==> src/rtl/awgn_pkg.sv <==
// Shared definitions for the AWGN source chain: taus88 masks, shift amounts,
// seed floors, the per-channel generator state record and the URNG control states.
// Also provides the taus88 component recurrence and the seed sanitiser.
package awgn_pkg;

  localparam logic [31:0] TAUS_M1 = 32'hFFFFFFFE;
  localparam logic [31:0] TAUS_M2 = 32'hFFFFFFF8;
  localparam logic [31:0] TAUS_M3 = 32'hFFFFFFF0;

  // Shift triples per component: (feedback left, feedback right, masked left)
  localparam int TAUS_A1 = 13;
  localparam int TAUS_B1 = 19;
  localparam int TAUS_C1 = 12;
  localparam int TAUS_A2 = 2;
  localparam int TAUS_B2 = 25;
  localparam int TAUS_C2 = 4;
  localparam int TAUS_A3 = 3;
  localparam int TAUS_B3 = 11;
  localparam int TAUS_C3 = 17;

  // Minimum component values; anything below collapses the recurrence to zero
  localparam logic [31:0] TAUS_FLOOR1 = 32'd2;
  localparam logic [31:0] TAUS_FLOOR2 = 32'd8;
  localparam logic [31:0] TAUS_FLOOR3 = 32'd16;

  // Packed so that the 96-bit seed word {s3,s2,s1} maps onto it directly
  typedef struct packed {
    logic [31:0] s3;
    logic [31:0] s2;
    logic [31:0] s1;
  } taus_state_t;

  typedef enum logic {
    ST_UNSEEDED = 1'b0,
    ST_RUN      = 1'b1
  } urng_state_t;

  function automatic logic [31:0] taus_comp(input logic [31:0] s, input logic [31:0] m,
                                            input int a, input int b, input int c);
    return ((s & m) << c) ^ (((s << a) ^ s) >> b);
  endfunction

  function automatic taus_state_t taus_sanitize(input taus_state_t s);
    taus_state_t r;
    r = s;
    if (s.s1 < TAUS_FLOOR1) r.s1 = s.s1 | TAUS_FLOOR1;
    if (s.s2 < TAUS_FLOOR2) r.s2 = s.s2 | TAUS_FLOOR2;
    if (s.s3 < TAUS_FLOOR3) r.s3 = s.s3 | TAUS_FLOOR3;
    return r;
  endfunction

endpackage

==> src/rtl/taus88_urng_mc_step.sv <==
// Combinational taus88 advance for one channel.
// Ports:
//   state_cur  in   96  current state {s3,s2,s1}
//   state_nxt  out  96  advanced state {s3',s2',s1'}
//   sample     out  32  s1'^s2'^s3'
module taus88_step
  import awgn_pkg::*;
(
  input  logic [95:0] state_cur,
  output logic [95:0] state_nxt,
  output logic [31:0] sample
);

  taus_state_t cur;
  taus_state_t nxt;

  always_comb begin
    cur    = taus_state_t'(state_cur);
    nxt.s1 = taus_comp(cur.s1, TAUS_M1, TAUS_A1, TAUS_B1, TAUS_C1);
    nxt.s2 = taus_comp(cur.s2, TAUS_M2, TAUS_A2, TAUS_B2, TAUS_C2);
    nxt.s3 = taus_comp(cur.s3, TAUS_M3, TAUS_A3, TAUS_B3, TAUS_C3);
  end

  assign state_nxt = nxt;
  assign sample    = nxt.s1 ^ nxt.s2 ^ nxt.s3;

endmodule

==> src/rtl/taus88_urng_mc.sv <==
// Multi-channel taus88 uniform generator with seed load port and a registered
// valid/ready output. All channels advance together, one step per generated beat.
// Ports:
//   clk, reset            clock, synchronous active-high reset
//   enable                0 freezes generation and holds the output register
//   seed_valid/seed_ch/seed_data/seed_ready  seed load ({s3,s2,s1}); always ready
//   out_valid/out_ready/out_data             NUM_CH x 32-bit beats, channel k at [32k+31:32k]
//   running               high once every channel has been seeded
//   sample_cnt            delivered-beat counter, wraps
module taus88_urng_mc
  import awgn_pkg::*;
#(
  parameter int NUM_CH = 2,
  parameter int CH_W   = 1,
  parameter int CNT_W  = 32
) (
  input  logic                  clk,
  input  logic                  reset,
  input  logic                  enable,
  input  logic                  seed_valid,
  input  logic [CH_W-1:0]       seed_ch,
  input  logic [95:0]           seed_data,
  output logic                  seed_ready,
  output logic                  out_valid,
  input  logic                  out_ready,
  output logic [32*NUM_CH-1:0]  out_data,
  output logic                  running,
  output logic [CNT_W-1:0]      sample_cnt
);

  urng_state_t            fsm;
  logic                   seed_wr;
  logic                   adv;
  logic                   deliver;
  logic [NUM_CH-1:0]      seeded;
  logic [NUM_CH-1:0]      seed_sel;
  logic [96*NUM_CH-1:0]   st_all;
  logic [96*NUM_CH-1:0]   nxt_all;
  logic [32*NUM_CH-1:0]   smp_all;

  assign seed_ready = 1'b1;
  assign seed_wr    = seed_valid;
  assign running    = (fsm == ST_RUN);
  assign deliver    = out_valid && out_ready;
  // A seed write always pre-empts generation so the new seed is never stepped
  // in the cycle it lands.
  assign adv        = running && enable && (!out_valid || out_ready) && !seed_wr;

  // Out-of-range channel numbers match no bit and are silently dropped
  always_comb begin
    seed_sel = '0;
    for (int k = 0; k < NUM_CH; k++) begin
      if (seed_wr && (seed_ch == CH_W'(k))) seed_sel[k] = 1'b1;
    end
  end

  for (genvar k = 0; k < NUM_CH; k++) begin : g_ch
    taus88_step u_step (
      .state_cur (st_all[96*k +: 96]),
      .state_nxt (nxt_all[96*k +: 96]),
      .sample    (smp_all[32*k +: 32])
    );
  end

  always_ff @(posedge clk) begin
    if (reset) begin
      st_all <= '0;
    end else begin
      for (int k = 0; k < NUM_CH; k++) begin
        if (seed_sel[k])
          st_all[96*k +: 96] <= taus_sanitize(taus_state_t'(seed_data));
        else if (adv)
          st_all[96*k +: 96] <= nxt_all[96*k +: 96];
      end
    end
  end

  // The flag written this cycle counts, so the last seed enters RUN immediately
  always_ff @(posedge clk) begin
    if (reset) begin
      seeded <= '0;
      fsm    <= ST_UNSEEDED;
    end else begin
      seeded <= seeded | seed_sel;
      if (fsm == ST_UNSEEDED && (&(seeded | seed_sel))) fsm <= ST_RUN;
    end
  end

  // Output register: a seed write invalidates any pending beat (it was drawn
  // from a state that no longer exists); a delivery without a new step empties it.
  always_ff @(posedge clk) begin
    if (reset) begin
      out_valid <= 1'b0;
      out_data  <= '0;
    end else if (adv) begin
      out_valid <= 1'b1;
      out_data  <= smp_all;
    end else if (seed_wr || deliver) begin
      out_valid <= 1'b0;
    end
  end

  always_ff @(posedge clk) begin
    if (reset)        sample_cnt <= '0;
    else if (deliver) sample_cnt <= sample_cnt + CNT_W'(1);
  end

endmodule

==> config.mk <==
export PLATFORM = sky130hd
export DESIGN_NAME = taus88_urng_mc
export DESIGN_NICKNAME = d
export VERILOG_FILES = /design/src/rtl/awgn_pkg.sv /design/src/rtl/taus88_urng_mc_step.sv /design/src/rtl/taus88_urng_mc.sv
export SDC_FILE = /design/constraint.sdc
export NUM_CORES = 1
export LEC_CHECK = 0
export BUFFER_PORTS_ARGS = -buffer_cell sky130_fd_sc_hd__buf_2
export CORE_UTILIZATION = 64
export CTS_BUF_LIST = sky130_fd_sc_hd__clkbuf_2 sky130_fd_sc_hd__clkbuf_4 sky130_fd_sc_hd__clkbuf_8
export DETAILED_ROUTE_END_ITERATION = 12
export GPL_TIMING_DRIVEN = 0
export PLACE_DENSITY = 0.88
export SYNTH_ARGS = -nofsm -noshare
export SYNTH_HDL_FRONTEND = slang
export SYNTH_SLANG_ARGS = --single-unit
==> constraint.sdc <==
create_clock -name clk -period 4.8 [get_ports clk]
set_clock_uncertainty 0.15 [all_clocks]
set_input_delay 0.48 -clock clk [delete_from_list [all_inputs] [get_ports clk]]
set_output_delay 0.48 -clock clk [all_outputs]
set_load 0.05 [all_outputs]
==> Yosys cells after proc, flatten, opt, wreduce, memory -nomap -nowiden <==
Index checks and enable logic that the tools add are counted.
{ "classes": {"add_sub_neg": 1, "mul": 0, "div_mod_pow": 0, "order_cmp": 3, "n_eq_ne": 0, "n_shift": 0, "mux": 11, "n_bitwise": 19, "reduce_logical": 15} }
{ "ops": {"columns": ["operator", "n"], "rows": [
  ["two-way mux 96 bit", 4],
  ["XOR 32 bit", 10],
  ["XOR 32 x 13 -> 32 bit", 2],
  ["XOR 32 x 21 -> 32 bit", 2],
  ["XOR 32 x 7 -> 32 bit", 2],
  ["adder 32 x 1 -> 32 bit, second input constant", 1],
  ["less-than comparator 32 x 2 -> 1 bit, second input constant", 1],
  ["less-than comparator 32 x 4 -> 1 bit, second input constant", 1],
  ["less-than comparator 32 x 5 -> 1 bit, second input constant", 1],
  ["logical AND 1 bit", 7],
  ["nonzero test 2 bit", 3],
  ["two-way mux 5 bit", 1],
  ["two-way mux 1 bit", 4],
  ["two-way mux 4 bit", 1],
  ["logical NOT 1 bit", 2],
  ["logical OR 1 bit", 2],
  ["two-way mux 2 bit", 1],
  ["inverter 1 bit", 2],
  ["bitwise OR 2 bit", 1],
  ["AND reduction 2 bit", 1]
]} }
{ "word_totals": {"register_bits": 292, "latchBits": 0, "ramBits": 0, "mem_bits_ro": 0, "in_bits": 102, "mem_count": 0} }

==> Depth between registers and ports, before layout <==
Gate-level depths: netlist of the first run.
{ "logic_depth": {"word_depth": 6, "mapped_depth": 7} }

==> Modules after synthesis <==
Synthesis of the first run repeated with hierarchy kept, for this count alone.
{ "unflattened": {"hier_cells": 1870, "area_unflattened_um2": 15025.7} }
{ "modules_own_cells": {"columns": ["module", "n_inst", "cells_each", "area_per_inst_um2"], "rows": [
  ["taus88_urng_mc", 1, 1576, 12197.9],
  ["taus88_step", 2, 147, 1413.9]
]} }

==> Worst setup path after synthesis of the first run <==
OpenSTA, ideal clock, no wires.
{ "synth_path": {"path_kind": "register -> register", "startpoint": "register sample_cnt[5]", "endpoint": "register sample_cnt[29]", "arrival_ns": 2.176, "path_slack_ns": 2.354, "path_stages_with_launch": 5, "path_buffers": 0, "period_less_slack_ns": 2.446, "cell_sequence": "dfxtp_1 -> nand3_1 -> or4_1 -> nor4_1 -> mux2_2"} }
{ "synth_between": {"elab_chain_len": 1} }
{ "synth_lines": {"columns": ["item", "line", "text"], "rows": [
  ["start, declared", "taus88_urng_mc.sv:28", "output logic [CNT_W-1:0] sample_cnt"],
  ["start signal, assigned", "taus88_urng_mc.sv:105", "else if (deliver) sample_cnt <= sample_cnt + CNT_W'(1);"],
  ["adder 32 x 1 -> 32 bit", "taus88_urng_mc.sv:105", null]
]} }
No other way between the ends.
A chain may end at the register's enable or synchronous reset.

==> Final worst setup path of the first run <==
{ "layout_path": {"startpoint": "register out_valid", "endpoint": "register st_all[103]"} }
{ "layout_between": {"elab_chain_len": 5} }
{ "layout_lines": {"columns": ["item", "line", "text"], "rows": [
  ["start, declared", "taus88_urng_mc.sv:24", "output logic out_valid,"],
  ["start signal, assigned", "taus88_urng_mc.sv:93", "out_valid <= 1'b0;"],
  ["start signal, assigned", "taus88_urng_mc.sv:96", "out_valid <= 1'b1;"],
  ["start signal, assigned", "taus88_urng_mc.sv:99", "out_valid <= 1'b0;"],
  ["logical NOT 1 bit", "taus88_urng_mc.sv:47", "assign adv = running && enable && (!out_valid || out_ready) && !seed_wr;"],
  ["logical OR 1 bit", "taus88_urng_mc.sv:47", null],
  ["logical AND 1 bit (2 in series)", "taus88_urng_mc.sv:47", null],
  ["nonzero test 2 bit (no source line)", null, null],
  ["end signal, assigned by index", "taus88_urng_mc.sv:71", "st_all[96*k +: 96] <= taus_sanitize(taus_state_t'(seed_data));"],
  ["end signal, assigned by index", "taus88_urng_mc.sv:73", "st_all[96*k +: 96] <= nxt_all[96*k +: 96];"],
  ["end, declared", "taus88_urng_mc.sv:37", "logic [96*NUM_CH-1:0] st_all;"]
]} }
No other way between the ends.

==> results of run 1 <==
worst max-delay path: cells and delay by family (launching register included):
| family | cells | cell delay, ns |
|---|---|---|
| AND/OR/NAND/NOR | 2 | 0.74 |
| AO/OA/AOI/OAI | 2 | 0.42 |
| flip-flops | 1 | 0.37 |
| buffers and inverters | 3 | 1.17 |
synth_stat cells, types with 6 or more instances:
| library cell | n | share of area [%] |
|---|---|---|
| sky130_fd_sc_hd__buf_2 | 7 | 0.27 |
| sky130_fd_sc_hd__and3_1 | 6 | 0.29 |
| sky130_fd_sc_hd__xnor2_1 | 138 | 9.3 |
| sky130_fd_sc_hd__nand3_1 | 17 | 0.66 |
| sky130_fd_sc_hd__o31ai_1 | 13 | 0.75 |
| sky130_fd_sc_hd__a211oi_1 | 32 | 1.9 |
| sky130_fd_sc_hd__nor2b_1 | 6 | 0.29 |
| sky130_fd_sc_hd__inv_1 | 6 | 0.17 |
| sky130_fd_sc_hd__nor2_1 | 239 | 6.9 |
| sky130_fd_sc_hd__dfxtp_1 | 276 | 43 |
| sky130_fd_sc_hd__nor3_1 | 10 | 0.39 |
| sky130_fd_sc_hd__a31oi_1 | 54 | 2.6 |
| sky130_fd_sc_hd__or3_1 | 20 | 0.97 |
| sky130_fd_sc_hd__o21ai_0 | 17 | 0.66 |
| sky130_fd_sc_hd__a21oi_1 | 101 | 3.9 |
| sky130_fd_sc_hd__or4_1 | 21 | 1.2 |
| sky130_fd_sc_hd__xor2_1 | 78 | 5.3 |
| sky130_fd_sc_hd__nand2_1 | 260 | 7.5 |
| sky130_fd_sc_hd__clkbuf_1 | 111 | 3.2 |
| sky130_fd_sc_hd__nand3b_1 | 13 | 0.75 |
| sky130_fd_sc_hd__nand4_1 | 9 | 0.43 |
| sky130_fd_sc_hd__a22oi_1 | 56 | 3.2 |
| sky130_fd_sc_hd__nor4_1 | 78 | 3.8 |
power groups by stage:
stage | Sequential [mW] | Clock [mW] | Combinational [mW]
3_3_place_gp | 2.56 | 0 | 0.881
5_1_grt | 2.52 | 2.37 | 0.975
2_1_floorplan | 2.58 | 0 | 0.527
4_1_cts | 2.51 | 2.26 | 0.899
6_report | 2.52 | 2.28 | 0.944
3_5_place_dp | 2.56 | 0 | 0.893
logic make-up (layout without fill, tap and decap cells):
group	after synthesis	in the layout	share of synthesized area [%]
AOI/OAI and AO/OA	282	282	13.5
xor gates and xnor gates	218	218	14.9
adders and majority gates	1	1	0.0965
buffers and inverters	130	401	4.07
DFF	276	276	42.6
muxes	4	4	0.348
other	1	1	0.0289
and+or+nand+nor	697	697	24.3
metrics by stage:
step	utilization (%)	instance area (um2)	cells	hold slack (ns)	power, mW
2_1_floorplan	-	13000	1609	0.277	3.10
5_1_grt	77.6	15200	2145	0.0307	5.87
6_report	77.6	15200	2145	0.0201	5.75
4_1_cts	77.6	15200	2145	0.00125	5.67
3_5_place_dp	72.5	14200	2065	0.290	3.45
3_3_place_gp	72.5	14200	2065	0.287	3.44
layout make-up:
cell class                      count  area, um2  share of cell area, %
Clock inverter                     10        129                  0.845
Inverter                            6       22.5                  0.148
Sequential cell                   276       5530                   36.2
Buffer                            124        504                   3.31
Multi-Input combinational cell   1203       6910                   45.3
Tap cell                          265        332                   2.18
Timing Repair Buffer              191        956                   6.27
Clock buffer                       70        870                   5.70
worst max-delay path by stage:
stage                  startpoint             end
floorplan           sample_cnt[5]  sample_cnt[29]
global placement       seed_valid    out_data[30]
detailed placement     seed_valid    out_data[30]
CTS                     out_valid    out_data[30]
global route            out_valid     st_all[103]
finish                  out_valid     st_all[103]
state kept, by name (all words and copies together), names as in the netlist:
| name | cells |
|---|---|
| st_all | 176 |
| out_data | 64 |
| sample_cnt | 32 |
| running | 1 |
| out_valid | 1 |
| seeded | 2 |
per-layer routing:
metal	share of wire [%]	track usage (%)
met5	0.097	2.01
met4	6.6	28.8
met3	15	12.4
met2	42	73.1
met1	37	63.8
==> summary.txt, run 1 <==
CP Cell Sequence = nor2b_1 > clkbuf_1 > nor2_1 > clkbuf_1 > clkbuf_1 > a22oi_1 > a21oi_1
power dissipated by switching net loads = 1.71 mW
Die X = 144 um
Worst Setup Slack, final = 1.86 ns
total of flip-flops plus latches after synthesis = 276
hold buffers post-CTS = 0
Area Growth Syn to Fin = 17.6%
number of buffers inserted by post-CTS setup repair = 0
Routed WL per cell = 24.1 um
antenna cell count = 0
power per unit of standard cell area = 377 mW/mm2
DP Wirelength = 39100 um
RSZ-0062 raised after global routing = no
Place WS = 1.87 ns
total congestion overflow = 0
Nets = 1949
sequential-to-total area share from yosys stat = 42.6%
share of total power in the clock network = 39.7%
start point of the worst hold path = seed_valid
sequential group share of total power = 43.8%
first-iteration detailed-routing DRC count = 1973
fraction of layout instances using a drive strength above 1 = 15.5%
Register-to-Register Path Depth = 7
CP Class = reg2reg
total routed wirelength = 51600 um
detailed-route DRC error count = 0
shortest clock period the worst path allows after layout = 2.94 ns
synthesized cell area = 0.0130 mm2
FP Rows = 51
Ports = 201
Avg Cell Area, Syn = 8.05 um2
startpoint of the worst-slack reg-to-reg timing path = out_valid
part of the power in combinational logic = 16.4%
worst-case register-to-register setup slack = 1.86 ns
async set-reset flop share out of synthesis = 0%
slew at the pin closest to its max-slew limit = 0.861 ns
clock tree from TritonCTS = done
endpoint of the most critical register-to-register path = st_all[103]
Crit path largest cell delay = 0.58 ns
global-route usage over all layers = 49.0%
Period Utilization, post-route = 61.2%
normalized max-slew margin = 42.6%
total via count after detailed routing = 14000
number of nets in the synthesized netlist = 1712
count of fill cells added during filler insertion = 1530
Worst Hold End = out_valid
vias per cell = 6.52
count of endpoints failing setup in the final report = 0
number of buffers on the longest clock path = 3
fin. max-slew vios = 0
Clk Latency, worst-skew pair = 0.57 ns
max-capacitance violation count = 0
number of optimization iterations in the first detailed-route pass = 8
run status = completed
count of port buffers added during placement = 191
leakage power figure = 6.00 nW
Critical Path RT = 5.13 ns
internal power of the cells = 4.03 mW
number of instances in the synthesized netlist = 1609
Clk Tree Root Cell = sky130_fd_sc_hd__clkbuf_8
number of synthesized flops with an enable pin = 0
floorplan die height = 144 um
hold violation count in the final report = 0
initial cell density of the core = 65.9%
vias in the first global route = 12800
VDD IR-drop max = 0.290 mV
crit-path most repeated cell = sky130_fd_sc_hd__clkbuf_1
most frequent standard cell in the layout excluding fill and tap cells = sky130_fd_sc_hd__dfxtp_1
commonest non-fill, non-tap cells in the layout = sky130_fd_sc_hd__dfxtp_1, sky130_fd_sc_hd__nand2_1, sky130_fd_sc_hd__nor2_1
CTS HTree Levels = 2
maximum fanout encountered on the critical timing path = 10
Yosys Warn Count = 0
commonest register cell after synthesis = sky130_fd_sc_hd__dfxtp_1
die area = 0.0208 mm2
sum of negative setup slack = 0 ns
remaining antenna violation count = 0
Hold WC Path Type = in2reg
number of antenna violations at the first check in global routing = 0
crit end category = register
CP Launch Type = register
core region area = 0.0197 mm2
highest-delay cell along the critical path = sky130_fd_sc_hd__nor2_1
# clock sinks = 276
Peak Freq = 340 MHz
Critical Path AT = 3.27 ns
number of distinct library cell variants in the gate-level netlist after synthesis = 43
last weighted congestion value of the routability-driven placer = 1.06
clock buffer count from CTS = 44
pin count of the biggest net entering global routing = 12
clock input transition at the sequential cells of the worst setup and hold paths = 0.06 ns
Cells on Worst Hold Path = 2
post-cts resize count = 0
switching fraction of total power = 29.8%
first-pass GRT wire length = 74300 um
Power figures use the tool's default switching activity.
==> run 2: changes to the inputs <==
CORE_UTILIZATION = 53   (was 64)
PLACE_DENSITY = 0.78   (was 0.88)
clock period = 2.4 ns   (was 4.8 ns; I/O delays follow)
==> run 2 against run 1 <==
Effect of this change:
- the flow now finishes with violations (setup timing)
- combinational power increased by 120%
- sequential power is 100% higher
- core utilization down 9.0 points
- power is 100% higher
- non-clock buffer count increased by 93
- design area is 6.8% higher
- sequential share of layout area fell by 2.3 points
- flip-flop and latch count is the same
- count of clock-buffer cells in the layout rose by 5
- critical path depth is 1 lower
- register-to-register slack worse by 1.9 ns
- critical endpoint is now st_all[1]
==> summary.txt, run 2 (synthesis gave the netlist of run 1 again) <==
CP Cell Sequence = nor2b_1 > clkbuf_1 > clkbuf_1 > nor3_1 > a211oi_1 > a211oi_1 (was nor2b_1 > clkbuf_1 > nor2_1 > clkbuf_1 > clkbuf_1 > a22oi_1 > a21oi_1)
switching fraction of total power = 30.4% (was 29.8%)
DP Wirelength = 40400 um (was 39100 um)
Place WS = -0.375 ns (was 1.87 ns)
power per unit of standard cell area = 704 mW/mm2 (was 377 mW/mm2)
number of flip-flops under the largest register name = 176 (unchanged)
number of antenna violations at the first check in global routing = 0 (unchanged)
vias in the first global route = 12900 (was 12800)
antenna cell count = 0 (unchanged)
core region area = 0.0238 mm2 (was 0.0197 mm2)
CP Class = reg2reg (unchanged)
Worst Setup Slack, final = -0.0465 ns (was 1.86 ns)
die area = 0.0251 mm2 (was 0.0208 mm2)
internal power of the cells = 7.97 mW (was 4.03 mW)
Routed WL per cell = 24.1 um (about the same)
first element of the critical path = out_valid (unchanged)
number of buffers on the longest clock path = 3 (unchanged)
clock tree from TritonCTS = done (unchanged)
slew at the pin closest to its max-slew limit = 0.901 ns (was 0.861 ns)
VDD IR-drop max = 0.505 mV (was 0.290 mV)
commonest non-fill, non-tap cells in the layout = sky130_fd_sc_hd__dfxtp_1, sky130_fd_sc_hd__nand2_1, sky130_fd_sc_hd__nor2_1 (unchanged)
Worst path top cell family by delay = buffers and inverters (unchanged)
initial cell density of the core = 54.6% (was 65.9%)
number of optimization iterations in the first detailed-route pass = 5 (was 8)
most frequent standard cell in the layout excluding fill and tap cells = sky130_fd_sc_hd__dfxtp_1 (unchanged)
detailed-route DRC error count = 0 (unchanged)
sequential group share of total power = 43.9% (was 43.8%)
endpoint of the most critical register-to-register path = st_all[1] (was st_all[103])
max-capacitance violation count = 0 (unchanged)
CP Capture Point = st_all[1] (was st_all[103])
fin util = 68.5% (was 77.6%)
share of total power in the clock network = 38.3% (was 39.7%)
first-pass GRT wire length = 78600 um (was 74300 um)
Peak Freq = 409 MHz (was 340 MHz)
fraction of layout instances using a drive strength above 1 = 16.1% (was 15.5%)
CP Launch Type = register (unchanged)
count of port buffers added during placement = 191 (unchanged)
failing checks = setup timing
startpoint of the worst-slack reg-to-reg timing path = out_valid (unchanged)
leakage power figure = 6.44 nW (was 6.00 nW)
last weighted congestion value of the routability-driven placer = 1.03 (was 1.06)
Hold WC Path Type = in2reg (unchanged)
sum of buffers and inverters on the critical path = 2 (was 3)
vias per cell = 6.09 (was 6.52)
floorplan die height = 158 um (was 144 um)
pin count of the biggest net entering global routing = 12 (unchanged)
total routed wirelength = 55100 um (was 51600 um)
Crit path largest cell delay = 0.68 ns (was 0.58 ns)
register ranked first by flip-flop count = st_all (unchanged)
count of endpoints failing setup in the final report = 1 (was 0)
count of fill cells added during filler insertion = 2001 (was 1530)
CTS HTree Levels = 2 (unchanged)
total via count after detailed routing = 13900 (was 14000)
highest-delay cell along the critical path = sky130_fd_sc_hd__clkbuf_1 (was sky130_fd_sc_hd__nor2_1)
remaining antenna violation count = 0 (unchanged)
Die X = 158 um (was 144 um)
# clock sinks = 276 (unchanged)
maximum fanout encountered on the critical timing path = 10 (unchanged)
hold violation count in the final report = 0 (unchanged)
crit end category = register (unchanged)
global-route usage over all layers = 43.5% (was 49.0%)
part of the power in combinational logic = 17.8% (was 16.4%)
Period Utilization, post-route = 102% (was 61.2%)
RSZ-0062 raised after global routing = yes (was no)
Critical Path AT = 2.71 ns (was 3.27 ns)
Ports = 201 (unchanged)
worst-case register-to-register setup slack = -0.05 ns (was 1.86 ns)
Regs by FF count = st_all (176), out_data (64), sample_cnt (32) (unchanged)
shortest clock period the worst path allows after layout = 2.45 ns (was 2.94 ns)
FP Rows = 56 (was 51)
normalized max-slew margin = 39.9% (was 42.6%)
clock buffer count from CTS = 48 (was 44)
Storage cell area = 0.00553 mm2 (about the same)
Critical Path RT = 2.66 ns (was 5.13 ns)
fin. max-slew vios = 0 (unchanged)
run status = complete, but fails checks (was completed)
power dissipated by switching net loads = 3.49 mW (was 1.71 mW)
Register-to-Register Path Depth = 6 (was 7)
Area Growth Syn to Fin = 25.7% (was 17.6%)
total area of multi-input combinational cells = 0.00695 mm2 (was 0.00691 mm2)
Stages on worst setup path = 6 (was 7)
total congestion overflow = 0 (unchanged)
clock input transition at the sequential cells of the worst setup and hold paths = 0.07 ns (was 0.06 ns)
Clk Tree Root Cell = sky130_fd_sc_hd__clkbuf_8 (unchanged)
Clk Latency, worst-skew pair = 0.57 ns (about the same)
first-iteration detailed-routing DRC count = 2008 (was 1973)
Nets = 2046 (was 1949)
[run 2: changes by cell type in the layout (fill, tap and decap cells not counted), sizes merged]
cell	change
clkinv	-2
bufinv	-3
inv	-1
dlygate4sd3	+93
clkbuf	+5
[run 2: worst reg2reg max path, cell delays in order, from the launching register on]
cell and delay (ns):
sky130_fd_sc_hd__dfxtp_1 0.47, sky130_fd_sc_hd__nor2b_1 0.16, sky130_fd_sc_hd__clkbuf_1 0.28, sky130_fd_sc_hd__clkbuf_1 0.68, sky130_fd_sc_hd__nor3_1 0.15, sky130_fd_sc_hd__a211oi_1 0.30
sky130_fd_sc_hd__a211oi_1 0.11
[run 2: cell type report]
class                      count  share of cell area (%)
timing repair buffer         285                    11.7
buffer                       123                    3.23
sequential                   276                    34.0
clock buffer                  75                    5.69
multi-input combinational   1203                    42.7
tap                          319                    2.45
inverter                       6                   0.138
clock inverter                 4                   0.123
[run 2: per-stage QoR]
stage	hold WS (ns)	std cells	area, um2	total power [mW]	TNS (ns)
final	0.0955	2291	16300	11.5	-0.0465
after global routing	0.136	2291	16300	11.8	-0.101
after CTS	0.0129	2290	16200	11.3	0
after detailed placement	0.292	2119	14300	6.93	-27.08
after global placement	0.286	2119	14300	6.92	-28.30
after floorplan	0.169	1609	13000	6.21	0
[run 2: per-layer routing]
metal,share of wire [%],vias up,GRT usage [%]
met5,0,-,0
met4,5.9,0,24.3
met3,12,217,9.55
met2,43,1076,66.8
met1,39,6452,56.4
li1,-,6200,-
[run 2: worst min-delay path by stage]
stage,slack (ns),cells after the start,from,to
floorplan,0.17,1,seed_valid,out_valid
global placement,0.29,2,out_data[26],out_data[26]
detailed placement,0.29,2,out_data[26],out_data[26]
CTS,0.01,4,seed_valid,st_all[97]
global route,0.14,4,seed_valid,st_all[97]
finish,0.1,4,seed_valid,st_all[97]
[run 2: timing repair]
action | CTS | global route
hold buffers | 93 | 0
resized for setup | 11 | 27
buffers inserted | 0 | 1
setup endpoints to repair | 147 | 159
endpoints found under the hold margin | 180 | 0
[run 2: power groups by stage]
stage | Sequential [mW] | Clock (mW) | Combinational [mW]
after floorplan | 5.16 | 0 | 1.05
after global placement | 5.11 | 0 | 1.81
after detailed placement | 5.12 | 0 | 1.81
after CTS | 5.02 | 4.36 | 1.94
after global routing | 5.05 | 4.58 | 2.13
final | 5.03 | 4.39 | 2.04
==> run 3: changes to the inputs <==
SKIP_LAST_GASP = 1   (was not set)
==> run 3 against run 2 <==
Effect of this change:
- the flow still finishes with violations (setup timing)
- global-route usage up 0.070 points
- combinational power barely moved
- fmax rose by 1.5%
- sequential share of layout area increased by 0.094 points
- count of clock-buffer cells in the layout unchanged
==> summary.txt, run 3 (synthesis gave the netlist of run 1 again) <==
total routed wirelength = 55200 um (was 55100 um)
pin count of the biggest net entering global routing = 12 (unchanged)
hold violation count in the final report = 0 (unchanged)
Critical Path RT = 2.66 ns (about the same)
count of fill cells added during filler insertion = 2003 (was 2001)
leakage power figure = 6.42 nW (was 6.44 nW)
slew at the pin closest to its max-slew limit = 0.907 ns (was 0.901 ns)
number of antenna violations at the first check in global routing = 1 (was 0)
Place WS = -0.375 ns (unchanged)
register ranked first by flip-flop count = st_all (unchanged)
CP Cell Sequence = nand3b_1 > clkbuf_1 > clkbuf_2 > nor3_1 > a211oi_1 > a211oi_1 (was nor2b_1 > clkbuf_1 > clkbuf_1 > nor3_1 > a211oi_1 > a211oi_1)
vias in the first global route = 12900 (about the same)
number of buffers on the longest clock path = 3 (unchanged)
crit-path most repeated cell = sky130_fd_sc_hd__a211oi_1
CP Launch Type = register (unchanged)
Clk Latency, worst-skew pair = 0.57 ns (about the same)
Nets = 2045 (was 2046)
first-iteration detailed-routing DRC count = 1950 (was 2008)
VDD IR-drop max = 0.501 mV (was 0.505 mV)
Period Utilization, post-route = 100% (was 102%)
crit end category = register (unchanged)
power per unit of standard cell area = 706 mW/mm2 (was 704 mW/mm2)
Regs by FF count = st_all (176), out_data (64), sample_cnt (32) (unchanged)
Storage cell area = 0.00553 mm2 (unchanged)
clock tree from TritonCTS = done (unchanged)
FP Rows = 56 (unchanged)
total congestion overflow = 0 (unchanged)
Crit path largest cell delay = 0.62 ns (was 0.68 ns)
fraction of layout instances using a drive strength above 1 = 15.9% (was 16.1%)
core region area = 0.0238 mm2 (unchanged)
normalized max-slew margin = 39.6% (was 39.9%)
count of endpoints failing setup in the final report = 1 (unchanged)
run status = complete, but fails checks (unchanged)
last weighted congestion value of the routability-driven placer = 1.03 (unchanged)
fin. max-slew vios = 0 (unchanged)
total via count after detailed routing = 14000 (was 13900)
count of port buffers added during placement = 191 (unchanged)
Hold WC Path Type = in2reg (unchanged)
die area = 0.0251 mm2 (unchanged)
fin util = 68.4% (was 68.5%)
Routed WL per cell = 24.1 um (about the same)
shortest clock period the worst path allows after layout = 2.41 ns (was 2.45 ns)
Worst Setup Slack, final = -0.0107 ns (was -0.0465 ns)
CTS HTree Levels = 2 (unchanged)
first-pass GRT wire length = 78800 um (was 78600 um)
Critical Path AT = 2.67 ns (was 2.71 ns)
RSZ-0062 raised after global routing = yes (unchanged)
clock buffer count from CTS = 48 (unchanged)
Die X = 158 um (unchanged)
commonest non-fill, non-tap cells in the layout = sky130_fd_sc_hd__dfxtp_1, sky130_fd_sc_hd__nand2_1, sky130_fd_sc_hd__nor2_1 (unchanged)
number of flip-flops under the largest register name = 176 (unchanged)
Peak Freq = 415 MHz (was 409 MHz)
maximum fanout encountered on the critical timing path = 10 (unchanged)
vias per cell = 6.13 (was 6.09)
max-capacitance violation count = 0 (unchanged)
# clock sinks = 276 (unchanged)
total area of multi-input combinational cells = 0.00693 mm2 (was 0.00695 mm2)
CP Class = reg2reg (unchanged)
number of optimization iterations in the first detailed-route pass = 5 (unchanged)
DP Wirelength = 40400 um (unchanged)
initial cell density of the core = 54.6% (unchanged)
floorplan die height = 158 um (unchanged)
failing checks = setup timing (unchanged)
remaining antenna violation count = 0 (unchanged)
Clk Tree Root Cell = sky130_fd_sc_hd__clkbuf_8 (unchanged)
Area Growth Syn to Fin = 25.3% (was 25.7%)
sum of negative setup slack = -0.0107 ns (was -0.0465 ns)
most frequent standard cell in the layout excluding fill and tap cells = sky130_fd_sc_hd__dfxtp_1 (unchanged)
global-route usage over all layers = 43.5% (about the same)
highest-delay cell along the critical path = sky130_fd_sc_hd__clkbuf_1 (unchanged)
clock input transition at the sequential cells of the worst setup and hold paths = 0.06 ns (was 0.07 ns)
detailed-route DRC error count = 0 (unchanged)
Ports = 201 (unchanged)
==> run 3: changes by cell type in the layout (fill, tap and decap cells not counted) <==
cell / previous run / this run
sky130_fd_sc_hd__o21ai_2: 1 / 2
sky130_fd_sc_hd__clkbuf_1: 93 / 95
sky130_fd_sc_hd__diode_2: 0 / 1
sky130_fd_sc_hd__a31oi_4: 1 / 0
sky130_fd_sc_hd__clkbuf_2: 17 / 15
sky130_fd_sc_hd__clkbuf_4: 18 / 17
sky130_fd_sc_hd__buf_2: 198 / 199
sky130_fd_sc_hd__buf_12: 1 / 0
sky130_fd_sc_hd__o21ai_4: 1 / 0
sky130_fd_sc_hd__a31oi_1: 52 / 53
==> run 3: timing repair <==
action                     CTS  global route
resized for setup           10            20
setup buffers                0             0
setup endpoints to repair  147           140
hold endpoints to repair   180             0
hold buffers                93             0
==> run 3: metrics by stage <==
step / instance area [um2] / power [mW] / hold slack (ns) / std cells
after CTS: 16200 / 11.3 / 0.0129 / 2290
after global routing: 16200 / 11.8 / 0.115 / 2291
after floorplan: 13000 / 6.21 / 0.169 / 1609
final: 16200 / 11.5 / 0.0568 / 2291
after global placement: 14300 / 6.92 / 0.286 / 2119
after detailed placement: 14300 / 6.93 / 0.292 / 2119
==> run 3: area by class of cell <==
| type | instances | share of cell area (%) |
|---|---|---|
| well taps | 319 | 2.46 |
| plain buffers | 123 | 3.21 |
| diodes | 1 | 0.0154 |
| clock inverters | 4 | 0.123 |
| multi-input cells | 1203 | 42.7 |
| repair buffers | 284 | 11.6 |
| flip-flops and latches | 276 | 34.0 |
| clock buffers | 75 | 5.70 |
| inverters | 6 | 0.139 |
==> run 3: worst max-delay path: cells and delay by family (launching register included) <==
family	cells	cell delay, ns
AND/OR/NAND/NOR	2	0.33
AO/OA/AOI/OAI	2	0.38
flip-flops	1	0.34
buffers and inverters	2	1.05
==> run 3: worst paths after layout <==
path,startpoint,to,slack [ns],cells after the start
setup / recovery,running,st_all[1],-0.01,6
hold / removal,seed_valid,st_all[97],0.06,4
setup reg to reg,running,st_all[1],-0.01,6
hold reg to reg,out_data[26],out_data[26],0.30,2
==> run 3: where the power goes <==
part	switching (mW)	internal, mW
clock network	1.98	2.42
registers	0.233	4.80
logic	1.29	0.743
total	3.50	7.97
==> run 3: routing by layer <==
layer  routed length [um]  GRT usage, %
met1                21700          56.5
met2                23600          66.6
met3                 6540          9.61
met4                 3380          25.1
met5                    0             0
